`src/rtl/gate_sweep_ctrl.sv`:
```
// Exhaustive self-check sequencer for a small combinational gate: walks every
// input vector, captures the gate's truth table and compares it to an expected table.
module gate_sweep_ctrl #(
  parameter int N_IN   = 2,
  parameter int SETTLE = 1
) (
  input  logic                    clk,
  input  logic                    rst_n,
  input  logic                    start,
  input  logic                    abort,
  input  logic [(1<<N_IN)-1:0]    expected,
  input  logic                    dut_out,
  output logic [N_IN-1:0]         dut_in,
  output logic                    busy,
  output logic                    done,
  output logic [(1<<N_IN)-1:0]    truth,
  output logic                    mismatch,
  output logic [N_IN-1:0]         first_err
);

  localparam int TW = 1 << N_IN;

  localparam logic [1:0] ST_IDLE  = 2'd0;
  localparam logic [1:0] ST_SWEEP = 2'd1;
  localparam logic [1:0] ST_FIN   = 2'd2;

  localparam logic [N_IN-1:0] VEC_LAST = {N_IN{1'b1}};
  localparam logic [7:0]      CNT_INIT = 8'(SETTLE);

  // Lowest set bit index of v; zero when v has no bits set.
  function automatic logic [N_IN-1:0] lowest_set(input logic [TW-1:0] v);
    logic [N_IN-1:0] idx;
    idx = '0;
    for (int k = TW - 1; k >= 0; k--) begin
      if (v[k]) idx = N_IN'(k);
    end
    return idx;
  endfunction

  logic [1:0]      state;
  logic [N_IN-1:0] vec;
  logic [7:0]      cnt;
  logic [TW-1:0]   exp_q;
  logic [TW-1:0]   truth_cap;

  // Table as it will look once the current sample lands, so the final
  // verdict includes the bit captured on the closing edge.
  always_comb begin
    truth_cap      = truth;
    truth_cap[vec] = dut_out;
  end

  always_ff @(posedge clk or negedge rst_n) begin
    if (!rst_n) begin
      state     <= ST_IDLE;
      vec       <= '0;
      cnt       <= '0;
      exp_q     <= '0;
      dut_in    <= '0;
      busy      <= 1'b0;
      done      <= 1'b0;
      truth     <= '0;
      mismatch  <= 1'b0;
      first_err <= '0;
    end else begin
      case (state)
        ST_IDLE: begin
          if (start) begin
            exp_q     <= expected;
            truth     <= '0;
            mismatch  <= 1'b0;
            first_err <= '0;
            vec       <= '0;
            dut_in    <= '0;
            cnt       <= CNT_INIT;
            busy      <= 1'b1;
            state     <= ST_SWEEP;
          end
        end
        ST_SWEEP: begin
          if (abort) begin
            busy   <= 1'b0;
            dut_in <= '0;
            state  <= ST_IDLE;
          end else if (cnt != 8'd0) begin
            cnt <= cnt - 8'd1;
          end else begin
            truth <= truth_cap;
            if (vec != VEC_LAST) begin
              vec    <= vec + 1'b1;
              dut_in <= vec + 1'b1;
              cnt    <= CNT_INIT;
            end else begin
              busy      <= 1'b0;
              done      <= 1'b1;
              dut_in    <= '0;
              mismatch  <= (truth_cap != exp_q);
              first_err <= lowest_set(truth_cap ^ exp_q);
              state     <= ST_FIN;
            end
          end
        end
        ST_FIN: begin
          done  <= 1'b0;
          state <= ST_IDLE;
        end
        default: begin
          state <= ST_IDLE;
        end
      endcase
    end
  end

endmodule

```
`config.mk`:
```
export PLATFORM = sky130hd
export DESIGN_NAME = gate_sweep_ctrl
export DESIGN_NICKNAME = d
export VERILOG_FILES = /design/src/rtl/gate_sweep_ctrl.sv
export SDC_FILE = /design/constraint.sdc
export NUM_CORES = 1
export LEC_CHECK = 0
export ABC_AREA = 1
export BUFFER_PORTS_ARGS = -buffer_cell sky130_fd_sc_hd__buf_2
export CAP_MARGIN = 20
export CORE_MARGIN = 2
export CORE_UTILIZATION = 52
export CTS_BUF_LIST = sky130_fd_sc_hd__clkbuf_16
export DETAILED_ROUTE_END_ITERATION = 7
export GPL_TIMING_DRIVEN = 1
export PLACE_DENSITY = 0.73
export SYNTH_ARGS = -nofsm -noshare
export SYNTH_HDL_FRONTEND = slang
export SYNTH_SLANG_ARGS = --single-unit
```
`constraint.sdc`:
```
create_clock -name clk -period 2.65 [get_ports clk]
set_input_delay 0.1325 -clock clk [delete_from_list [all_inputs] [get_ports clk]]
set_output_delay 0.1325 -clock clk [all_outputs]
set_load 0.1 [all_outputs]
```
==> results.cfg, run 1 <==
[status]
status = complete, but fails checks
failed_checks = design-rule violations

[grt]
antenna_violations_before_repair = 0
grt_max_degree = 28
globalRoute.totalOverflow = 0
wire_length_of_the_first_global_routing_pass_mm = 5.55
grtUsageTotal = 0.210
via_count_of_the_first_global_routing_pass = 1271

[die]
start_util = 0.560
die_h_um = 59.0
boundaryPins = 20
die_x_um = 59.0
floorplan.rows = 19
area_of_the_die_sq_um = 3480
placeableCoreArea_sq_um = 2810

[pwr]
power_per_cell_area_nw_per_um2 = 1300
p_leak_nw = 0.950
worst_ir_drop_vdd_v = 0.000549
fin_total_pwr_mw = 2.32

[routing]
detail_route.wirelength_mm = 3.10
dr_total_vias = 1300
average_wire_per_cell_in_the_routed_design_um = 12.5
remaining_drc_errors = 3
drt.antenna.violating_nets = 0
drtPass1Iterations = 6
detail_route.iter0.violations = 58
vias_per_cell = 5.22

[cells_and_area]
design_area_sq_um = 1790
antennaDiodeCount = 0
fin_cells = 249
area_delta_synth_final_pct = 13.6
layout.core_utilization = 0.636
nNetsFinal = 234
layout-drive-gt1-share = 0.211

[setup_path]
setup.reg_to_reg.worst_slack_ns = 1.09
timing.critical_path.to_type = flop
worst_setup_path_startpoint = state[1]
critPathLaunchType = flop
worst_ep_required_time_ns = 2.80
worst_r2r_path_depth = 8
worst_r2r_startpoint = state[1]
reg2reg_to = cnt[3]
cp.arrival_ns = 1.71
timing.setup.critical_path_class = reg -> reg
path_max_fanout = 14

[clock_tree]
root_buffer_master = sky130_fd_sc_hd__clkbuf_16
cts.htree.levels = 1
cts_tree = built
clock_insertion_delay_worst_skew_ns = 0.26
cts.sink_count = 27
ctsResizeCount = 0
cts_max_path_buffers = 2
cts_made_buffers = 3
clk_pin_slew_worst_paths_ns = 0.06

[place]
place_worst_setup_slack_ns = 1.11
numPortBuffers = 19
postPlaceCellArea_sq_um = 1700
hpwlAfterDp_mm = 2.38
place_congestion = 0.892
dpl.cell_count = 244

[synthesis]
postSynth.topFlopCell = sky130_fd_sc_hd__dfrtp_1
number_of_synthesized_flops_with_an_enable_pin = 0
post-synth-top-count-cell = sky130_fd_sc_hd__nand2_1
synth.avg_cell_area_sq_um = 8.02
synth.yosys.seq_area_share = 0.430
synth_top_cell_by_area = sky130_fd_sc_hd__dfrtp_1
netlist_top_cells_area = sky130_fd_sc_hd__dfrtp_1, sky130_fd_sc_hd__nand2_1, sky130_fd_sc_hd__ha_1, sky130_fd_sc_hd__nand3_1, sky130_fd_sc_hd__inv_1
post_synth_most_frequent_cells = sky130_fd_sc_hd__nand2_1, sky130_fd_sc_hd__dfrtp_1, sky130_fd_sc_hd__inv_1, sky130_fd_sc_hd__nor2_1, sky130_fd_sc_hd__nand3_1
postSynthCellCount = 196
mappedNetlistNets = 211
synth_largest_type_area_fraction = 0.430
ys_types = 28
async_reset_ff_frac = 1.00
netlist_area_sq_um = 1570
synth.ff_latch_count = 27
yosysWarningCount = 0

[sta]
final_period_minus_worst_setup_slack_ns = 1.56
tightestPinTransition_ns = 0.599
clock.fmax_mhz = 640
number_of_endpoints_with_negative_hold_slack_in_the_final_report = 0
whs_ns = 0.118
timing.final.ws_setup_ns = 1.09
setup-tns-final_ns = 0
final_clock_period_utilization_by_the_worst_path = 0.590
maxSlewHeadroom = 0.601
final_slew_viol_count = 0
rsz_0062_raised_after_global_routing = false
report.final.setup_viol = 0
finalClockSkew_ns = 0.00341

[min_path]
hp-start = expected[1]
worstHoldPathCells = 3
timing.hold.worst.class = in -> reg
destination_of_the_worst_hold_path = exp_q[1]

[job]
drv.max_cap_violation_count = 0
-- worst max-delay path, cell delays in order (launching register included) --
cell and delay [ns]:
sky130_fd_sc_hd__dfrtp_1 0.40, sky130_fd_sc_hd__nor2_4 0.36, sky130_fd_sc_hd__inv_2 0.11, sky130_fd_sc_hd__nor2_2 0.15, sky130_fd_sc_hd__nand2_4 0.09, sky130_fd_sc_hd__nand2_4 0.12, sky130_fd_sc_hd__inv_4 0.07, sky130_fd_sc_hd__nand3_1 0.08
sky130_fd_sc_hd__nand2_1 0.06
-- logic make-up (layout without fill, tap and decap cells) --
logic type / count (synthesis) / in the layout / share of synthesized area
AO/OA/AOI/OAI: 21 / 21 / 0.0884
flip-flops: 27 / 27 / 0.430
adder cells (fa/ha/maj): 6 / 6 / 0.0478
buffers and inverters: 23 / 45 / 0.0581
AND/OR/NAND/NOR: 115 / 115 / 0.354
XOR/XNOR: 4 / 4 / 0.0223
-- power by group --
part           switching, mW  leakage, nW  internal (mW)
clock network          0.138       0.0409          0.204
registers              0.114        0.349          0.545
logic                  0.962        0.560          0.354
total                   1.21        0.950           1.10
-- routing by layer --
metal,track usage,wire [um],up-vias
li1,-,-,673
met1,0.296,1480,589
met2,0.322,1390,34
met3,0.0502,194,4
met4,0.0617,39,0
met5,0,0,-
-- sequential cells by signal, summed over array words and instances (netlist names) --
| register | flops |
|---|---|
| busy | 1 |
| cnt | 8 |
| done | 1 |
| dut_in | 2 |
| exp_q | 4 |
| first_err | 2 |
| mismatch | 1 |
| state | 2 |
| truth | 4 |
| vec | 2 |
-- cell type report --
| cell class | count | area [sq um] |
|---|---|---|
| repair buffers | 20 | 105 |
| clock buffers | 3 | 75.1 |
| fillers | 240 | 1020 |
| inverters | 21 | 81.3 |
| flip-flops and latches | 27 | 676 |
| clock inverters | 1 | 5.00 |
| well taps | 31 | 38.8 |
| multi-input cells | 146 | 805 |
-- what timing repair did --
item / 4_1_cts / 5_1_grt
endpoints found under the hold margin: 27 / 0
buffers inserted: 0 / 0
hold buffers: 1 / 0
-- cells in the final DEF, fill, tap and decap left out, types with 4 or more instances in the layout --
cell,Yosys,final
sky130_fd_sc_hd__o21ai_1,6,6
sky130_fd_sc_hd__nand2_1,63,63
sky130_fd_sc_hd__ha_1,6,6
sky130_fd_sc_hd__nor2_1,17,17
sky130_fd_sc_hd__dfrtp_1,27,27
sky130_fd_sc_hd__a21oi_1,5,5
sky130_fd_sc_hd__nand2_4,4,4
sky130_fd_sc_hd__inv_1,18,18
sky130_fd_sc_hd__nand3_1,14,14
sky130_fd_sc_hd__nor2_2,5,5
sky130_fd_sc_hd__buf_2,2,19
-- how the worst max path moves through the flow --
stage | end | cells past startpoint
3_3_place_gp | truth[0] | 7
4_1_cts | cnt[3] | 8
5_1_grt | cnt[4] | 9
3_5_place_dp | cnt[3] | 8
6_report | cnt[3] | 8
2_1_floorplan | mismatch | 7
Power figures use the tool's default switching activity.
==> run 2: changes to the inputs <==
--- a/config.mk
+++ b/config.mk
@@ -9,11 +9,11 @@
 export BUFFER_PORTS_ARGS = -buffer_cell sky130_fd_sc_hd__buf_2
 export CAP_MARGIN = 20
 export CORE_MARGIN = 2
-export CORE_UTILIZATION = 52
+export CORE_UTILIZATION = 51
 export CTS_BUF_LIST = sky130_fd_sc_hd__clkbuf_16
 export DETAILED_ROUTE_END_ITERATION = 7
 export GPL_TIMING_DRIVEN = 1
-export PLACE_DENSITY = 0.73
+export PLACE_DENSITY = 0.74
 export SYNTH_ARGS = -nofsm -noshare
 export SYNTH_HDL_FRONTEND = slang
 export SYNTH_SLANG_ARGS = --single-unit
==> constraint.sdc (replaced) <==
create_clock -name clk -period 1.25 [get_ports clk]
set_input_delay 0.0625 -clock clk [delete_from_list [all_inputs] [get_ports clk]]
set_output_delay 0.0625 -clock clk [all_outputs]
set_load 0.1 [all_outputs]
==> results.cfg, run 2 (same netlist as run 1, synthesis figures left out) <==
[cells_and_area]
layout-drive-gt1-share = 0.520
num-fill-cells = 188
area_delta_synth_final_pct = 47.8
multiInputGateArea_sq_um = 1020
nNetsFinal = 268
final_cell_mix = sky130_fd_sc_hd__nand2_1, sky130_fd_sc_hd__buf_4, sky130_fd_sc_hd__dfrtp_1
leading_cell_type_in_the_layout_fill_and_taps_excluded = sky130_fd_sc_hd__nand2_1
design_area_sq_um = 2320
largest_register = cnt
antennaDiodeCount = 0
layout_top_registers = cnt x8, exp_q x4, truth x4
register_cell_area_after_layout_sq_um = 693
largest_register_ff_count = 8

[sta]
report.final.setup_viol = 22
tightestPinTransition_ns = 0.606
final_clock_period_utilization_by_the_worst_path = 1.17
number_of_endpoints_with_negative_hold_slack_in_the_final_report = 0
maxSlewHeadroom = 0.596
final_slew_viol_count = 0
whs_ns = 0.0485
finalClockSkew_ns = 0.00178
clock.fmax_mhz = 682
final_period_minus_worst_setup_slack_ns = 1.47
rsz_0062_raised_after_global_routing = true
timing.final.ws_setup_ns = -0.217

[status]
failed_checks = negative setup slack
status = complete, but fails checks

[routing]
average_wire_per_cell_in_the_routed_design_um = 15.1
detail_route.wirelength_mm = 4.29
dr_total_vias = 1513
drt.antenna.violating_nets = 0
vias_per_cell = 5.31
detail_route.iter0.violations = 75
drtPass1Iterations = 4
remaining_drc_errors = 0

[clock_tree]
cts.sink_count = 27
root_buffer_master = sky130_fd_sc_hd__clkbuf_16
cts.htree.levels = 1
cts_tree = built
clk_pin_slew_worst_paths_ns = 0.07
cts_max_path_buffers = 2
clock_insertion_delay_worst_skew_ns = 0.26
cts_made_buffers = 3

[place]
postPlaceCellArea_sq_um = 1940
place_congestion = 0.835
numPortBuffers = 19
hpwlAfterDp_mm = 2.55

[die]
start_util = 0.523
die_h_um = 59.5
die_x_um = 59.5
floorplan.rows = 20
area_of_the_die_sq_um = 3540
boundaryPins = 20
placeableCoreArea_sq_um = 3000

[setup_path]
path_buf_inv = 1
worst_r2r_startpoint = vec[0]
reg2reg_to = mismatch
cp.arrival_ns = 1.63
path_delay_family = flip-flops
path_max_fanout = 4
worst_ep_required_time_ns = 1.41
cp_slowest_stage_delay_ns = 0.46
timing.setup.critical_path_class = reg -> reg
crit_path_cell_trace = inv_4, ha_4, o211ai_1, nand2_2, nor2_2, nand2_1, nand2_1, nand2_1
setup.reg_to_reg.worst_slack_ns = -0.22
timing.critical_path.to_type = flop
timing.critical_path.mode_cell = sky130_fd_sc_hd__nand2_1
slowest_stage = sky130_fd_sc_hd__dfrtp_2
critPathLaunchType = flop
timing.critical_path.depth = 8
worst_r2r_path_depth = 8

[grt]
via_count_of_the_first_global_routing_pass = 1420
antenna_violations_before_repair = 0
wire_length_of_the_first_global_routing_pass_mm = 6.44
grt_max_degree = 28
grtUsageTotal = 0.244
globalRoute.totalOverflow = 0

[min_path]
hp-start = expected[0]
destination_of_the_worst_hold_path = exp_q[0]
timing.hold.worst.class = in -> reg
worstHoldPathCells = 3

[pwr]
power_per_cell_area_nw_per_um2 = 2760
internal_power_mw = 3.17
p_leak_nw = 1.15
switching_share = 0.504
worst_ir_drop_vdd_v = 0.00148
total_switching_power_mw = 3.23
p_comb_frac = 0.656
pwr-share-clk = 0.115
power.share.sequential = 0.228

[job]
drv.max_cap_violation_count = 0
run 2: cell count changes in the layout (fill, tap and decap cells not counted), sizes merged:
cell	previous run	this run
inv	21	22
clkinv	1	0
buf	19	53
run 2: layout make-up:
type	count	area share
Multi-Input combinational cell	146	0.441
Inverter	21	0.0404
Tap cell	33	0.0178
Timing Repair Buffer	54	0.169
Sequential cell	27	0.298
Clock inverter	1	0.00162
Clock buffer	3	0.0323
run 2: power groups by stage:
| stage | combinational [mW] | sequential, mW | clock, mW |
|---|---|---|---|
| floorplan | 1.66 | 2.17 | 0 |
| global placement | 3.25 | 1.39 | 0 |
| detailed placement | 3.29 | 1.39 | 0 |
| CTS | 3.72 | 1.45 | 0.729 |
| global route | 4.49 | 1.49 | 0.763 |
| finish | 4.20 | 1.46 | 0.739 |
run 2: worst max path at each step:
stage / to / slack (ns) / startpoint
finish: mismatch / -0.22 / vec[0]
global route: truth[0] / -0.27 / cnt[0]
CTS: mismatch / -0.11 / vec[0]
detailed placement: mismatch / -0.14 / vec[0]
global placement: mismatch / -0.12 / vec[0]
floorplan: dut_in[0] / -0.03 / cnt[4]
run 2: repair_timing:
item                                   in CTS  in global routing
endpoints found under the hold margin      27                  0
gates cloned                                0                  0
gates resized for setup                    37                 21
hold buffers                                1                  0
pin swaps                                  27                 24
buffers inserted                            6                  3
setup endpoints to repair                  22                 22
run 2: tightest hold or removal path: cells and delay by family:
kind	cells	cell delay, ns
AND/OR/NAND/NOR	1	0.03
buffers and inverters	1	0.08
AO/OA/AOI/OAI	1	0.10
run 2: stage by stage:
stage                     total power [mW]  setup WS, ns  TNS, ns  utilization  instances
after floorplan                       3.83       -0.0343   -0.262            -        196
after global placement                4.64        -0.117    -1.26        0.645        271
after detailed placement              4.68        -0.138    -1.70        0.645        271
after CTS                             5.90        -0.109    -1.26        0.740        282
after global routing                  6.75        -0.267    -4.04        0.773        285
final                                 6.40        -0.217    -2.67        0.773        285
run 2: metal layers:
metal | vias to the layer above | part of all wire | track usage
li1 | 742 | - | -
met1 | 714 | 0.46 | 0.349
met2 | 50 | 0.48 | 0.372
met3 | 7 | 0.047 | 0.0306
met4 | 0 | 0.016 | 0.102
met5 | - | 0 | 0
==> run 3: changes to the inputs <==
--- a/config.mk
+++ b/config.mk
@@ -8,12 +8,14 @@
 export ABC_AREA = 1
 export BUFFER_PORTS_ARGS = -buffer_cell sky130_fd_sc_hd__buf_2
 export CAP_MARGIN = 20
+export CELL_PAD_IN_SITES_DETAIL_PLACEMENT = 0
+export CELL_PAD_IN_SITES_GLOBAL_PLACEMENT = 2
 export CORE_MARGIN = 2
-export CORE_UTILIZATION = 51
+export CORE_UTILIZATION = 30
 export CTS_BUF_LIST = sky130_fd_sc_hd__clkbuf_16
 export DETAILED_ROUTE_END_ITERATION = 7
 export GPL_TIMING_DRIVEN = 1
-export PLACE_DENSITY = 0.74
+export PLACE_DENSITY_LB_ADDON = 0.1
 export SYNTH_ARGS = -nofsm -noshare
 export SYNTH_HDL_FRONTEND = slang
 export SYNTH_SLANG_ARGS = --single-unit
==> results.cfg, run 3 (same netlist as run 1, synthesis figures left out) <==
[grt]
grt_max_degree = 16
grtUsageTotal = 0.153
globalRoute.totalOverflow = 0
via_count_of_the_first_global_routing_pass = 1510
antenna_violations_before_repair = 0
wire_length_of_the_first_global_routing_pass_mm = 7.11

[place]
numPortBuffers = 19
dpl.cell_count = 311
place_congestion = 0.820
hpwlAfterDp_mm = 3.22
place_worst_setup_slack_ns = -0.211

[setup_path]
slowest_stage = sky130_fd_sc_hd__dfrtp_2
timing.critical_path.mode_cell = sky130_fd_sc_hd__nand2_1
timing.critical_path.depth = 9
cp.arrival_ns = 1.58
timing.critical_path.to_type = flop
timing.setup.critical_path_class = reg -> reg
path_delay_family = flip-flops
path_max_fanout = 4
cp_slowest_stage_delay_ns = 0.48
worst_r2r_path_depth = 9
path_buf_inv = 1
worst_ep_required_time_ns = 1.41
critPathLaunchType = flop
crit_path_cell_trace = inv_4, ha_4, nand2_2, o211ai_1, nand2_1, nor2_1, nand2_1, nand2_1, nand2_1

[cells_and_area]
layout-drive-gt1-share = 0.551
leading_cell_type_in_the_layout_fill_and_taps_excluded = sky130_fd_sc_hd__nand2_1
antennaDiodeCount = 0
layout_top_registers = cnt x8, exp_q x4, truth x4
layout.core_utilization = 0.492
largest_register_ff_count = 8
nNetsFinal = 279
register_cell_area_after_layout_sq_um = 693
num-fill-cells = 513
largest_register = cnt
multiInputGateArea_sq_um = 1060
fin_cells = 333
final_cell_mix = sky130_fd_sc_hd__nand2_1, sky130_fd_sc_hd__buf_4, sky130_fd_sc_hd__dfrtp_1
area_delta_synth_final_pct = 58.8

[pwr]
power_per_cell_area_nw_per_um2 = 2630
pwr-share-clk = 0.116
switching_share = 0.491
worst_ir_drop_vdd_v = 0.000955
p_comb_frac = 0.662
p_leak_nw = 1.21
total_switching_power_mw = 3.23
internal_power_mw = 3.35
power.share.sequential = 0.222

[die]
floorplan.rows = 26
area_of_the_die_sq_um = 5830
placeableCoreArea_sq_um = 5070
start_util = 0.310
die_x_um = 76.4
die_h_um = 76.4
boundaryPins = 20

[sta]
whs_ns = 0.0426
final_clock_period_utilization_by_the_worst_path = 1.13
final_slew_viol_count = 0
maxSlewHeadroom = 0.676
number_of_endpoints_with_negative_hold_slack_in_the_final_report = 0
tightestPinTransition_ns = 0.489
clock.fmax_mhz = 708
final_period_minus_worst_setup_slack_ns = 1.41
timing.final.ws_setup_ns = -0.162
rsz_0062_raised_after_global_routing = true
finalClockSkew_ns = 0.00289
report.final.setup_viol = 19

[min_path]
timing.hold.worst.class = in -> reg
worstHoldPathCells = 3

[clock_tree]
clk_pin_slew_worst_paths_ns = 0.07
root_buffer_master = sky130_fd_sc_hd__clkbuf_16
cts.sink_count = 27
cts_made_buffers = 3
clock_insertion_delay_worst_skew_ns = 0.27
cts.htree.levels = 1
cts_tree = built
cts_max_path_buffers = 2

[routing]
drt.antenna.violating_nets = 0
remaining_drc_errors = 0
vias_per_cell = 4.49
dr_total_vias = 1495
drtPass1Iterations = 4
detail_route.wirelength_mm = 4.38
detail_route.iter0.violations = 62
average_wire_per_cell_in_the_routed_design_um = 13.2

[job]
drv.max_cap_violation_count = 0

[status]
failed_checks = negative setup slack
status = complete, but fails checks
==> run 3: cell count changes in the layout (fill, tap and decap cells not counted), moves of 2 or more <==
cell and delta:
sky130_fd_sc_hd__buf_4 +10, sky130_fd_sc_hd__inv_2 -2, sky130_fd_sc_hd__nand3_1 -2, sky130_fd_sc_hd__nor2_2 -2, sky130_fd_sc_hd__nor2_4 +2
==> run 3: what timing repair did <==
item,4_1_cts,5_1_grt
hold buffers,1,0
setup endpoints to repair,22,22
pin swaps,15,23
buffers inserted,7,11
hold endpoints to repair,27,0
gates resized for setup,41,25
==> run 3: metrics by stage <==
stage	total power, mW	TNS [ns]	instance area [sq um]
after CTS	6.00	-1.73	2310
final	6.58	-1.89	2500
after global placement	4.71	-2.24	2020
after detailed placement	4.76	-2.66	2020
after floorplan	3.83	-0.262	1620
after global routing	7.04	-3.67	2500
==> run 3: layout make-up <==
type | count | share of cell area
clock buffers | 3 | 0.0301
clock inverters | 1 | 0.00201
inverters | 21 | 0.0386
multi-input cells | 146 | 0.425
flip-flops and latches | 27 | 0.278
well taps | 70 | 0.0351
repair buffers | 65 | 0.191
==> run 3: path summary, 6_finish.rpt <==
kind | startpoint | to | slack (ns)
max in group asynchronous | rst_n | truth[3] | 0.61
hold reg to reg | mismatch | mismatch | 0.48
setup reg to reg | vec[0] | mismatch | -0.16
min in group asynchronous | rst_n | truth[1] | 0.23
setup / recovery | vec[0] | mismatch | -0.16
hold / removal | expected[1] | exp_q[1] | 0.04
==> run 3: routing by layer <==
metal | share of wire | track usage
met5 | 0 | 0
met4 | 0.014 | 0.0436
met3 | 0.023 | 0.0225
met2 | 0.54 | 0.298
met1 | 0.42 | 0.170
==> run 3: tightest hold or removal path, delay by kind of cell <==
kind | cells | cell delay, ns
buffers and inverters | 1 | 0.07
AOI/OAI and AO/OA | 1 | 0.10
and+or+nand+nor | 1 | 0.03
==> run 3: power by group through the flow <==
stage / clock network (mW) / logic (mW) / registers, mW
after floorplan: 0 / 1.66 / 2.17
after global routing: 0.820 / 4.71 / 1.50
after CTS: 0.783 / 3.78 / 1.44
after detailed placement: 0 / 3.35 / 1.41
after global placement: 0 / 3.31 / 1.40
final: 0.762 / 4.35 / 1.46
